### config.mk
export PLATFORM = sky130hd
export DESIGN_NAME = chunked_adder
export DESIGN_NICKNAME = d
export VERILOG_FILES = /design/src/rtl/adder_pkg.sv /design/src/rtl/chunk_add.sv /design/src/rtl/chunked_adder.sv
export SDC_FILE = /design/constraint.sdc
export NUM_CORES = 1
export LEC_CHECK = 0
export CAP_MARGIN = 5
export CORE_MARGIN = 2
export CORE_UTILIZATION = 55
export DETAILED_ROUTE_END_ITERATION = 7
export PLACE_DENSITY = 0.86
export SLEW_MARGIN = 20
export SYNTH_ARGS = -nofsm -noshare
export SYNTH_HDL_FRONTEND = slang
export SYNTH_SLANG_ARGS = --single-unit
### constraint.sdc
create_clock -name clk -period 9.1 [get_ports clk]
set_clock_uncertainty 0.15 [all_clocks]
set_input_delay 1.365 -clock clk [delete_from_list [all_inputs] [get_ports clk]]
set_output_delay 1.365 -clock clk [all_outputs]
set_load 0.1 [all_outputs]
### src/rtl/adder_pkg.sv
// Shared types and elaboration helpers for the chunked adder.
// The configuration check is invoked by the top level.
package adder_pkg;

    typedef enum logic [1:0] {
        IDLE = 2'd0,
        BUSY = 2'd1,
        DONE = 2'd2
    } add_state_t;

    function automatic int num_chunks(input int w, input int c);
        return w / c;
    endfunction

    function automatic int idx_width(input int w, input int c);
        return (w / c > 1) ? $clog2(w / c) : 1;
    endfunction

    function automatic bit cfg_ok(input int w, input int c);
        return (c >= 1) && (c <= w) && (w % c == 0);
    endfunction

endpackage

### src/rtl/chunk_add.sv
// Combinational CHUNK-bit slice adder with carry in/out.
// One instance is reused every cycle by the chunked adder.
module chunk_add #(
    parameter int CHUNK = 8
) (
    input  logic [CHUNK-1:0] a,
    input  logic [CHUNK-1:0] b,
    input  logic             cin,
    output logic [CHUNK-1:0] s,
    output logic             cout
);

    logic [CHUNK:0] full;

    assign full = {1'b0, a} + {1'b0, b} + {{CHUNK{1'b0}}, cin};
    assign s    = full[CHUNK-1:0];
    assign cout = full[CHUNK];

endmodule

### src/rtl/chunked_adder.sv
// Multi-cycle WIDTH-bit add/subtract, CHUNK bits per clock,
// with valid/ready handshakes on operands and result.
module chunked_adder
    import adder_pkg::*;
#(
    parameter int WIDTH = 32,
    parameter int CHUNK = 8
) (
    input  logic             clk,
    input  logic             rst_n,
    input  logic             in_valid,
    output logic             in_ready,
    input  logic [WIDTH-1:0] a,
    input  logic [WIDTH-1:0] b,
    input  logic             carry_in,
    input  logic             sub,
    output logic             out_valid,
    input  logic             out_ready,
    output logic [WIDTH-1:0] sum,
    output logic             carry_out,
    output logic             overflow
);

    localparam int NC   = num_chunks(WIDTH, CHUNK);
    localparam int IDXW = idx_width(WIDTH, CHUNK);

    if (!cfg_ok(WIDTH, CHUNK)) begin : g_bad_cfg
        $error("chunked_adder: WIDTH must be a multiple of CHUNK");
    end

    add_state_t                  state;
    logic [IDXW-1:0]             idx;
    logic [NC-1:0][CHUNK-1:0]    a_q;
    logic [NC-1:0][CHUNK-1:0]    b_q;
    logic [NC-1:0][CHUNK-1:0]    sum_q;
    logic                        carry_q;
    logic [CHUNK-1:0]            s;
    logic                        c;
    logic                        last;

    chunk_add #(
        .CHUNK(CHUNK)
    ) u_chunk (
        .a   (a_q[idx]),
        .b   (b_q[idx]),
        .cin (carry_q),
        .s   (s),
        .cout(c)
    );

    assign last = (idx == IDXW'(NC - 1));
    assign sum  = sum_q;

    always_ff @(posedge clk or negedge rst_n) begin
        if (!rst_n) begin
            state     <= IDLE;
            in_ready  <= 1'b1;
            out_valid <= 1'b0;
            sum_q     <= '0;
            carry_out <= 1'b0;
            overflow  <= 1'b0;
            idx       <= '0;
            a_q       <= '0;
            b_q       <= '0;
            carry_q   <= 1'b0;
        end else begin
            unique case (state)
                IDLE: begin
                    if (in_valid) begin
                        a_q      <= a;
                        b_q      <= sub ? ~b : b;
                        carry_q  <= sub ? 1'b1 : carry_in;
                        idx      <= '0;
                        in_ready <= 1'b0;
                        state    <= BUSY;
                    end
                end
                BUSY: begin
                    sum_q[idx] <= s;
                    carry_q    <= c;
                    if (last) begin
                        carry_out <= c;
                        // Signed overflow: like-signed operands, result sign flipped
                        overflow  <= (a_q[NC-1][CHUNK-1] == b_q[NC-1][CHUNK-1])
                                  && (s[CHUNK-1] != a_q[NC-1][CHUNK-1]);
                        idx       <= '0;
                        out_valid <= 1'b1;
                        state     <= DONE;
                    end else begin
                        idx <= idx + 1'b1;
                    end
                end
                DONE: begin
                    if (out_ready) begin
                        out_valid <= 1'b0;
                        in_ready  <= 1'b1;
                        state     <= IDLE;
                    end
                end
                default: begin
                    state     <= IDLE;
                    in_ready  <= 1'b1;
                    out_valid <= 1'b0;
                end
            endcase
        end
    end

endmodule

=== Yosys cells after proc, flatten, opt, wreduce, memory -nomap -nowiden ===
Index checks and enable logic that the tools add are counted.

* $add $sub $neg: 3
* Order comparisons: 2
* Eq/ne operators: 8
* Mux-type cells: 24
* Bitwise operators: 3
* Reductions and logical operators: 10

{| class="wikitable"
|+ Operators by type and width
! kind !! number
|-
| 8-bit binary-select mux with 2-bit select || 2
|-
| 32-bit bitwise mux || 1
|-
| 32-bit two-way mux || 1
|-
| 32-bit inverter || 1
|-
| 8-bit two-way mux || 3
|-
| 8-bit demux with 2-bit select || 1
|-
| 2-bit two-way mux || 5
|-
| 8-bit by 8-bit adder with 9-bit output || 1
|-
| 9-bit by 1-bit adder with 9-bit output || 1
|-
| 3-bit AND reduction || 3
|-
| 1-bit two-way mux || 6
|-
| 2-bit inequality test, second input constant || 3
|-
| 1-bit case mux with 3 select lines || 2
|-
| 2-bit case mux with 3 select lines || 1
|-
| 2-bit AND reduction || 3
|-
| 2-bit == test, second input constant || 2
|-
| 2-bit case mux with 2 select lines || 1
|-
| 2-bit by 3-bit less-than comparator with 1-bit output, second input constant || 1
|-
| 2-bit by 1-bit adder with 2-bit output, second input constant || 1
|-
| 2-bit by 1-bit == test with 1-bit output, second input constant || 1
|-
| 2-bit by 1-bit greater-or-equal comparator with 1-bit output, second input constant || 1
|-
| 1-bit logical AND || 2
|-
| 2-bit logical NOT || 1
|-
| 1-bit inverter || 2
|-
| 4 further kinds || 4
|}

* Bits in registers: 105
* Input port bits: 70
* Output and inout bits: 36

=== Logic depth before layout (Yosys ltp) ===
Gate-level depths: netlist of the first run.

* Depth after elaboration: 6
* Mapped depth: 11
* Mapped depth without buffers: 10

=== By module ===
Synthesis of the first run repeated with hierarchy kept, for this count alone.

* Cell total of the unflattened synthesis: 380
* Area total of the unflattened synthesis: 5011.1 µm²

{| class="wikitable"
|+ Modules (own cells, without submodules)
! module !! times used !! cells an instance !! area each (µm²) !! sequential area each (µm²)
|-
| chunked_adder || 1 || 341 || 4688.2 || 2628.8
|-
| chunk_add || 1 || 39 || 322.8 || 0.0
|}

=== Worst setup path after synthesis of the first run ===
No wires, ideal clock.

* Path type: register -> register
* From: register idx[0]
* To: register overflow
* Setup time: 0.124 ns
* Arrival time: 2.712 ns
* Slack: 6.114 ns
* Stages on the path, launching flop included: 10
* Path buffers: 2
* Cell sequence: dfrtp_1 -> buf_2 -> buf_4 -> mux4_2 -> ha_1 -> a21o_2 -> a22oi_1 -> o311ai_2 -> nor3b_2 -> a211o_1

* Longest elaborated chain between the ends: 6

{| class="wikitable"
|+ RTL lines
! what !! RTL line !! text
|-
| start, declared || chunked_adder.sv:32 || <nowiki>logic [IDXW-1:0] idx;</nowiki>
|-
| start signal, assigned || chunked_adder.sv:90 || <nowiki>idx <= idx + 1'b1;</nowiki>
|-
| 8-bit binary-select mux with 2-bit select, on equally long branches || chunked_adder.sv:44, chunked_adder.sv:45 ||
|-
| 8-bit two-way mux, on equally long branches || chunked_adder.sv:44, chunked_adder.sv:45 ||
|-
| 8-bit by 8-bit adder with 9-bit output || chunk_add.sv:15 || <nowiki>assign full = {1'b0, a} + {1'b0, b} + {{CHUNK{1'b0}}, cin};</nowiki>
|-
| 9-bit by 1-bit adder with 9-bit output || chunk_add.sv:15 ||
|-
| 1-bit inequality test || chunked_adder.sv:85 || <nowiki>&& (s[CHUNK-1] != a_q[NC-1][CHUNK-1]);</nowiki>
|-
| 1-bit logical AND || chunked_adder.sv:85 ||
|-
| end signal, assigned || chunked_adder.sv:84 || <nowiki>overflow <= (a_q[NC-1][CHUNK-1] == b_q[NC-1][CHUNK-1])</nowiki>
|-
| end, declared || chunked_adder.sv:21 || <nowiki>output logic overflow</nowiki>
|}

Parallel ways exist; a longest one is shown, timed or not. The select of a mux whose other input is x is not followed.
A chain may end at the register's enable or synchronous reset.

=== Final worst setup path of the first run ===
* From: register in_ready
* To: output port in_ready

{| class="wikitable"
|+ RTL lines
! what !! RTL line !! text
|-
| start, declared || chunked_adder.sv:12 || <nowiki>output logic in_ready,</nowiki>
|-
| start signal, assigned || chunked_adder.sv:57 || <nowiki>in_ready <= 1'b1;</nowiki>
|-
| start signal, assigned || chunked_adder.sv:74 || <nowiki>in_ready <= 1'b0;</nowiki>
|-
| start signal, assigned || chunked_adder.sv:96 || <nowiki>in_ready <= 1'b1;</nowiki>
|}

No word-level cell between the ends.

==> results of run 1 <==
## layer usage
layer / vias to the layer above / part of all wire
li1: 1608 / -
met4: 0 / 0.023
met3: 21 / 0.046
met5: - / 0
met1: 1659 / 0.43
met2: 104 / 0.50
## through the flow
stage               worst slack (ns)  instances  instance area, um2
floorplan                       6.11        409                4900
global placement                5.61        600                5970
detailed placement              5.54        600                5970
CTS                             5.53        614                6200
global route                    5.45        614                6200
finish                          5.53        614                6200
## final timing paths
kind / start / endpoint / cells after the start / slack, ns
worst max-delay path: in_ready / in_ready / 1 / 5.53
max in group asynchronous: rst_n / a_q[11] / 2 / 6.82
worst max register to register: idx[1] / sum[14] / 10 / 5.66
worst min-delay path: sum[10] / sum[10] / 2 / 0.34
worst min register to register: sum[10] / sum[10] / 2 / 0.34
min in group asynchronous: rst_n / sum[8] / 1 / 0.84
## kinds of logic (layout without fill, tap and decap cells)
| kind of cell | Yosys count | in the layout | synth area share |
|---|---|---|---|
| flops | 105 | 105 | 0.537 |
| xor+xnor | 37 | 37 | 0.0662 |
| simple gates | 81 | 81 | 0.0664 |
| buf+inv | 32 | 129 | 0.0327 |
| fa+ha+maj | 13 | 13 | 0.0363 |
| compound gates | 88 | 88 | 0.103 |
| mux | 53 | 53 | 0.158 |
## state kept, by name, indices dropped and copies added (netlist names), 2 cells and up
| register | flops |
|---|---|
| state | 2 |
| idx | 2 |
| b_q | 32 |
| sum | 32 |
| a_q | 32 |
## layout make-up
class	count	area [um2]
flip-flops and latches	105	2630
fillers	631	2480
multi-input cells	272	2110
repair buffers	108	1070
clock buffers	11	141
well taps	108	135
clock inverters	3	90.1
inverters	7	26.3
## layout by cell type, fill, tap and decap left out, types with 4 or more instances in the layout
cell,count
clkbuf_8,10
mux4_2,16
buf_4,4
nor2_1,39
a21oi_1,37
clkdlybuf4s50_1,103
o21ai_0,33
dfrtp_1,104
xnor2_1,34
mux2_2,36
ha_1,11
inv_1,7
nand2_1,36
## worst register-to-register path: stages (launching register included)
cell	delay (ns)
dfrtp_1	0.94
mux4_2	0.46
fa_1	0.46
inv_1	0.10
fa_1	0.20
nor2b_1	0.06
o21a_1	0.17
o21ai_0	0.14
a21oi_1	0.12
xnor2_1	0.33
o21ai_0	0.18
==> results.cfg, run 1 <==
[global_routing]
antenna_found_initial = 0
grt_usage = 0.218
use_met1 = 0.290
grt_overflow_total = 0
grt.met2_usage = 0.365
grt_max_degree = 97
grtUsageMet3 = 0.0358
busiest_layer = met2
grt_pass1_wl_mm = 16.7
grt_pass1_vias = 3477

[synthesis]
ys_top_cells_by_count = dfrtp_1 (104), nor2_1 (39), a21oi_1 (37)
yosys.area.top_type = dfrtp_1
synth_seq_area_share = 0.537
synth_area_per_cell_um2 = 12.0
syn-instance-count = 409
synthesis.area_um2 = 4900
synth.area.top_cells = dfrtp_1 (53%), mux2_2 (8.3%), mux4_2 (7.4%)
synth.most_common_cell = dfrtp_1
syn-num-nets = 492
synth_top_area_share = 0.531
ys_seq_elements = 105
async_flop_share = 1.00
yosysWarnings = 0
synth_flop_cell = dfrtp_1
synth_edf_count = 0
synth.distinct_cells = 40

[critical_path]
endpoint_kind = output port
critPathArrivalTime_ns = 2.05
critPathTopFamily = buffers and inverters
cp.required_ns = 7.59
cp_max_fo = 3
critical_path_class = register to output port
cpPeakStageDelay_ns = 1.13
critical-path-slowest-cell = clkdlybuf4s50_1
critPathBufInv = 1
crit_chain = clkdlybuf4s50_1
start_kind = register

[drt]
finalWirelength_mm = 10.1
vias_per_cell = 5.52
postRouteAntennaNets = 0
drt_iter0_drc = 126
vias = 3392
firstDrtPassIters = 6
wl_per_cell_um = 16.5
drc_errors = 0

[die]
die_h_um = 98.4
rows = 34
coreArea_um2 = 8680
initial_utilization = 0.564
ios = 106
die_area_um2 = 9680
die_w_um = 98.4

[place]
io_buffers = 105
gp_congestion = 0.809
place.detailed.hpwl_mm = 7.48

[clock_tree]
cts_hold_buf = 0
cts_made_buffers = 9
post_cts_buffers = 0
cts.path.max_buffers = 2
clk_latency_ns = 0.36
cts_sinks = 105
cts.reportedPaths.clkPinSlew_ns = 0.09
cts_tree = built
cts_resized = 0
cts-root-buf = clkbuf_8
cts_max_level = 3

[sta]
min_period_ns = 3.57
hold_ws_ns = 0.342
fin_crit_sh = 0.392
worstMarginPinSlew_ns = 0.979
slew_headroom = 0.345
fmax_ghz = 0.280
rsz0062_at_grt = no
finalMaxSlewViolations = 0
setup_viol = 0
fin_tns_setup_ns = 0
hold_viol = 0

[job]
maxCapViolations = 0

[layout]
utilization = 0.715
nets = 586
antenna_cells = 0
synthToLayoutAreaGrowth_pct = 26.6
drive_gt1_frac = 0.152

[status]
status = complete, no violations

[worst_hold_path]
min-delay-path-class = register to register
Power of run 1 is left out: the tool's default activity adds up to more than one toggle a clock period on the data nets, which glitch-free logic cannot reach.
==> run 2: changes to the inputs <==
--- a/config.mk
+++ b/config.mk
@@ -7,9 +7,9 @@
 export LEC_CHECK = 0
 export CAP_MARGIN = 5
 export CORE_MARGIN = 2
-export CORE_UTILIZATION = 55
+export CORE_UTILIZATION = 51
 export DETAILED_ROUTE_END_ITERATION = 7
-export PLACE_DENSITY = 0.86
+export PLACE_DENSITY = 0.8
 export SLEW_MARGIN = 20
 export SYNTH_ARGS = -nofsm -noshare
 export SYNTH_HDL_FRONTEND = slang
==> constraint.sdc (replaced) <==
create_clock -name clk -period 3.6 [get_ports clk]
set_clock_uncertainty 0.15 [all_clocks]
set_input_delay 0.54 -clock clk [delete_from_list [all_inputs] [get_ports clk]]
set_output_delay 0.54 -clock clk [all_outputs]
set_load 0.1 [all_outputs]
==> results.cfg, run 2 (synthesis gave the netlist of run 1 again) <==
[drt]
vias_per_cell = 5.43
postRouteAntennaNets = 0
firstDrtPassIters = 4
wl_per_cell_um = 16.3
drc_errors = 0
finalWirelength_mm = 10.4
drt_iter0_drc = 147
vias = 3475

[critical_path]
critPathArrivalTime_ns = 3.16
cp_max_fo = 8
worst-path-stages = 8
critPathTopFamily = compound AO/OA/AOI/OAI gates
critPathBufInv = 1
endpoint_kind = register
critical_path_class = register to register
cp.required_ns = 3.71
start_kind = register
critical-path-slowest-cell = mux4_2
cpPeakStageDelay_ns = 0.56
crit_chain = buf_4, mux4_2, ha_1, a21o_2, a22oi_1, o311ai_2, nor3b_2, a211o_1
reg2reg_depth = 8

[sta]
hold_ws_ns = 0.153
finalMaxSlewViolations = 0
min_period_ns = 3.05
rsz0062_at_grt = no
setup_viol = 0
fmax_ghz = 0.328
hold_viol = 0
slew_headroom = 0.338
fin_tns_setup_ns = 0
worstMarginPinSlew_ns = 0.990
fin_crit_sh = 0.848

[die]
die_w_um = 102
die_h_um = 102
ios = 106
rows = 35
initial_utilization = 0.528
coreArea_um2 = 9280
die_area_um2 = 10400

[layout]
utilization = 0.670
antenna_cells = 0
synthToLayoutAreaGrowth_pct = 26.9
multiInputGateArea_um2 = 2110
nets = 589
drive_gt1_frac = 0.162
nFillCells = 705
fin_cells = 640
ff_latch_area_um2 = 2630
final_common_cell = dfrtp_1
final_cell_mix = dfrtp_1 (104), clkdlybuf4s50_1 (102), nor2_1 (39)

[place]
place.detailed.hpwl_mm = 7.94
io_buffers = 105
placed_cells = 624
gp_congestion = 0.830

[global_routing]
antenna_found_initial = 0
grt_pass1_vias = 3470
grt_pass1_wl_mm = 16.8
grt_max_degree = 93
grt_usage = 0.212
grt_overflow_total = 0

[job]
maxCapViolations = 0

[clock_tree]
post_cts_buffers = 0
cts-root-buf = clkbuf_8
cts_hold_buf = 0
cts_resized = 0
cts_made_buffers = 9
cts.reportedPaths.clkPinSlew_ns = 0.10
cts_sinks = 105
cts_tree = built
cts.path.max_buffers = 2
cts_max_level = 3
clk_latency_ns = 0.37

[worst_hold_path]
min-delay-path-class = input pin to asynchronous set/reset pin

[status]
status = complete, no violations
run 2: metal layers:
metal  GRT usage  vias up  routed length (um)
li1            -     1618                   -
met1       0.271     1707                4320
met2       0.347      115                5140
met3      0.0417       35                 529
met4       0.111        0                 430
met5           0        -                   0
run 2: worst reg2reg max path, cell delays in order, from the launching register on:
cell and delay [ns]:
dfrtp_1 0.46, buf_4 0.24, mux4_2 0.56, ha_1 0.38
a21o_2 0.26, a22oi_1 0.22, o311ai_2 0.21, nor3b_2 0.20
a211o_1 0.28
run 2: final timing paths:
kind	from	end	slack (ns)
worst max-delay path	idx[0]	overflow	0.55
worst min-delay path	rst_n	out_valid	0.15
worst max register to register	idx[0]	overflow	0.55
worst min register to register	sum[5]	sum[5]	0.34
max in group asynchronous	rst_n	b_q[5]	2.35
min in group clk	sum[5]	sum[5]	0.34
run 2: area by class of cell:
type | instances | area share
clock buffer | 12 | 0.0249
clock inverter | 4 | 0.00543
inverter | 7 | 0.00423
multi-input combinational | 272 | 0.340
sequential | 105 | 0.423
tap | 129 | 0.0260
timing repair buffer | 111 | 0.177
run 2: through the flow:
stage                     cell area, um2  setup slack [ns]
after floorplan                     4900             0.614
after global placement              6030             0.704
after detailed placement            6030             0.545
after CTS                           6220             0.523
after global routing                6220             0.336
final                               6220             0.548
Power of run 2 is left out for the same reason.
==> run 3: changes to the inputs <==
==> constraint.sdc (replaced) <==
create_clock -name clk -period 3.2 [get_ports clk]
set_clock_uncertainty 0.15 [all_clocks]
set_input_delay 0.48 -clock clk [delete_from_list [all_inputs] [get_ports clk]]
set_output_delay 0.48 -clock clk [all_outputs]
set_load 0.1 [all_outputs]
==> results.cfg, run 3 (synthesis gave the netlist of run 1 again) <==
[sta]
hold_viol = 6
slew_headroom = 0.476
setup_viol = 0
worstMarginPinSlew_ns = 0.786
fin_tns_setup_ns = 0
min_period_ns = 2.99
finalMaxSlewViolations = 0
hold_ws_ns = -0.0215
fmax_ghz = 0.334
rsz0062_at_grt = no
fin_crit_sh = 0.935

[clock_tree]
cts_max_level = 3
cts-root-buf = clkbuf_8
cts_made_buffers = 9
cts.path.max_buffers = 2
cts_sinks = 105
cts.reportedPaths.clkPinSlew_ns = 0.10
cts_tree = built
clk_latency_ns = 0.37

[drt]
wl_per_cell_um = 16.3
drc_errors = 0
vias_per_cell = 5.42
postRouteAntennaNets = 0
firstDrtPassIters = 4
vias = 3482
drt_iter0_drc = 110
finalWirelength_mm = 10.5

[die]
die_h_um = 102
coreArea_um2 = 9280
initial_utilization = 0.528
ios = 106
die_area_um2 = 10400
rows = 35
die_w_um = 102

[place]
place.detailed.hpwl_mm = 7.94
gp_congestion = 0.811
io_buffers = 105

[critical_path]
cp.required_ns = 3.31
critical_path_class = register to register
critPathBufInv = 1
cp_max_fo = 9
cpPeakStageDelay_ns = 0.54
critPathTopFamily = compound AO/OA/AOI/OAI gates
start_kind = register
critical-path-slowest-cell = mux4_2
critPathArrivalTime_ns = 3.11
crit_chain = buf_4, mux4_2, ha_1, a21o_2, a22oi_1, o311ai_2, nor3b_2, a211o_1
endpoint_kind = register

[worst_hold_path]
min-delay-path-class = input pin to asynchronous set/reset pin

[layout]
final_cell_mix = dfrtp_1 (104), clkdlybuf4s50_1 (67), buf_4 (43)
final_common_cell = dfrtp_1
synthToLayoutAreaGrowth_pct = 25.5
nets = 591
antenna_cells = 0
drive_gt1_frac = 0.238
nFillCells = 737

[global_routing]
grt_pass1_vias = 3490
grt_usage = 0.214
grt_pass1_wl_mm = 16.9
grt_overflow_total = 0
antenna_found_initial = 0
grt_max_degree = 97

[status]
status = finished with violations
violations = negative hold slack

[job]
maxCapViolations = 0
-- run 3: cell count changes in the layout (fill, tap and decap cells not counted), sizes merged --
cell / change
buf: +37
clkbuf: -3
clkdlybuf4s50: -35
clkinv: +2
clkinvlp: +2
inv: -1
-- run 3: what timing repair did --
item                       CTS  global route
buffers inserted             0             0
gates resized for setup      0             1
hold buffers                 0             0
setup endpoints to repair    0             1
-- run 3: path summary, 6_finish.rpt --
| check | cells after the start | slack (ns) | to | from |
|---|---|---|---|---|
| worst max-delay path | 8 | 0.21 | overflow | idx[0] |
| worst min-delay path | 1 | -0.02 | state[1] | rst_n |
| worst max register to register | 8 | 0.21 | overflow | idx[0] |
| worst min register to register | 2 | 0.34 | sum[9] | sum[9] |
| max in group asynchronous | 2 | 2.22 | b_q[24] | rst_n |
| min in group clk | 2 | 0.34 | sum[9] | sum[9] |
-- run 3: layout make-up --
cell class | instances | area [um2] | area share
Multi-Input combinational cell | 272 | 2120 | 0.345
Sequential cell | 105 | 2630 | 0.428
Clock inverter | 7 | 53.8 | 0.00875
Clock buffer | 9 | 124 | 0.0202
Inverter | 7 | 26.3 | 0.00428
Timing Repair Buffer | 113 | 1030 | 0.168
Tap cell | 129 | 161 | 0.0263
-- run 3: layer usage --
| metal | wire [um] | GRT usage | vias to the layer above |
|---|---|---|---|
| met5 | 0 | 0 | - |
| met4 | 269 | 0.0913 | 0 |
| met3 | 570 | 0.0424 | 23 |
| met2 | 5190 | 0.357 | 113 |
| met1 | 4440 | 0.275 | 1726 |
| li1 | - | - | 1620 |
-- run 3: per-stage QoR --
stage	setup slack [ns]	std cells	util	hold slack [ns]	instance area [um2]
final	0.208	642	0.662	-0.0215	6150
after floorplan	0.214	409	-	0.0344	4900
after CTS	0.128	642	0.661	0.161	6130
after global placement	0.324	626	0.642	0.313	5960
after global routing	0.0620	642	0.662	0.0335	6150
after detailed placement	0.155	626	0.642	0.324	5960
-- run 3: worst reg2reg max path, stage by stage, from the launching register on --
cell,delay [ns]
dfrtp_1,0.44
buf_4,0.25
mux4_2,0.54
ha_1,0.39
a21o_2,0.26
a22oi_1,0.18
o311ai_2,0.20
nor3b_2,0.20
a211o_1,0.28
Power of run 3 is left out for the same reason.
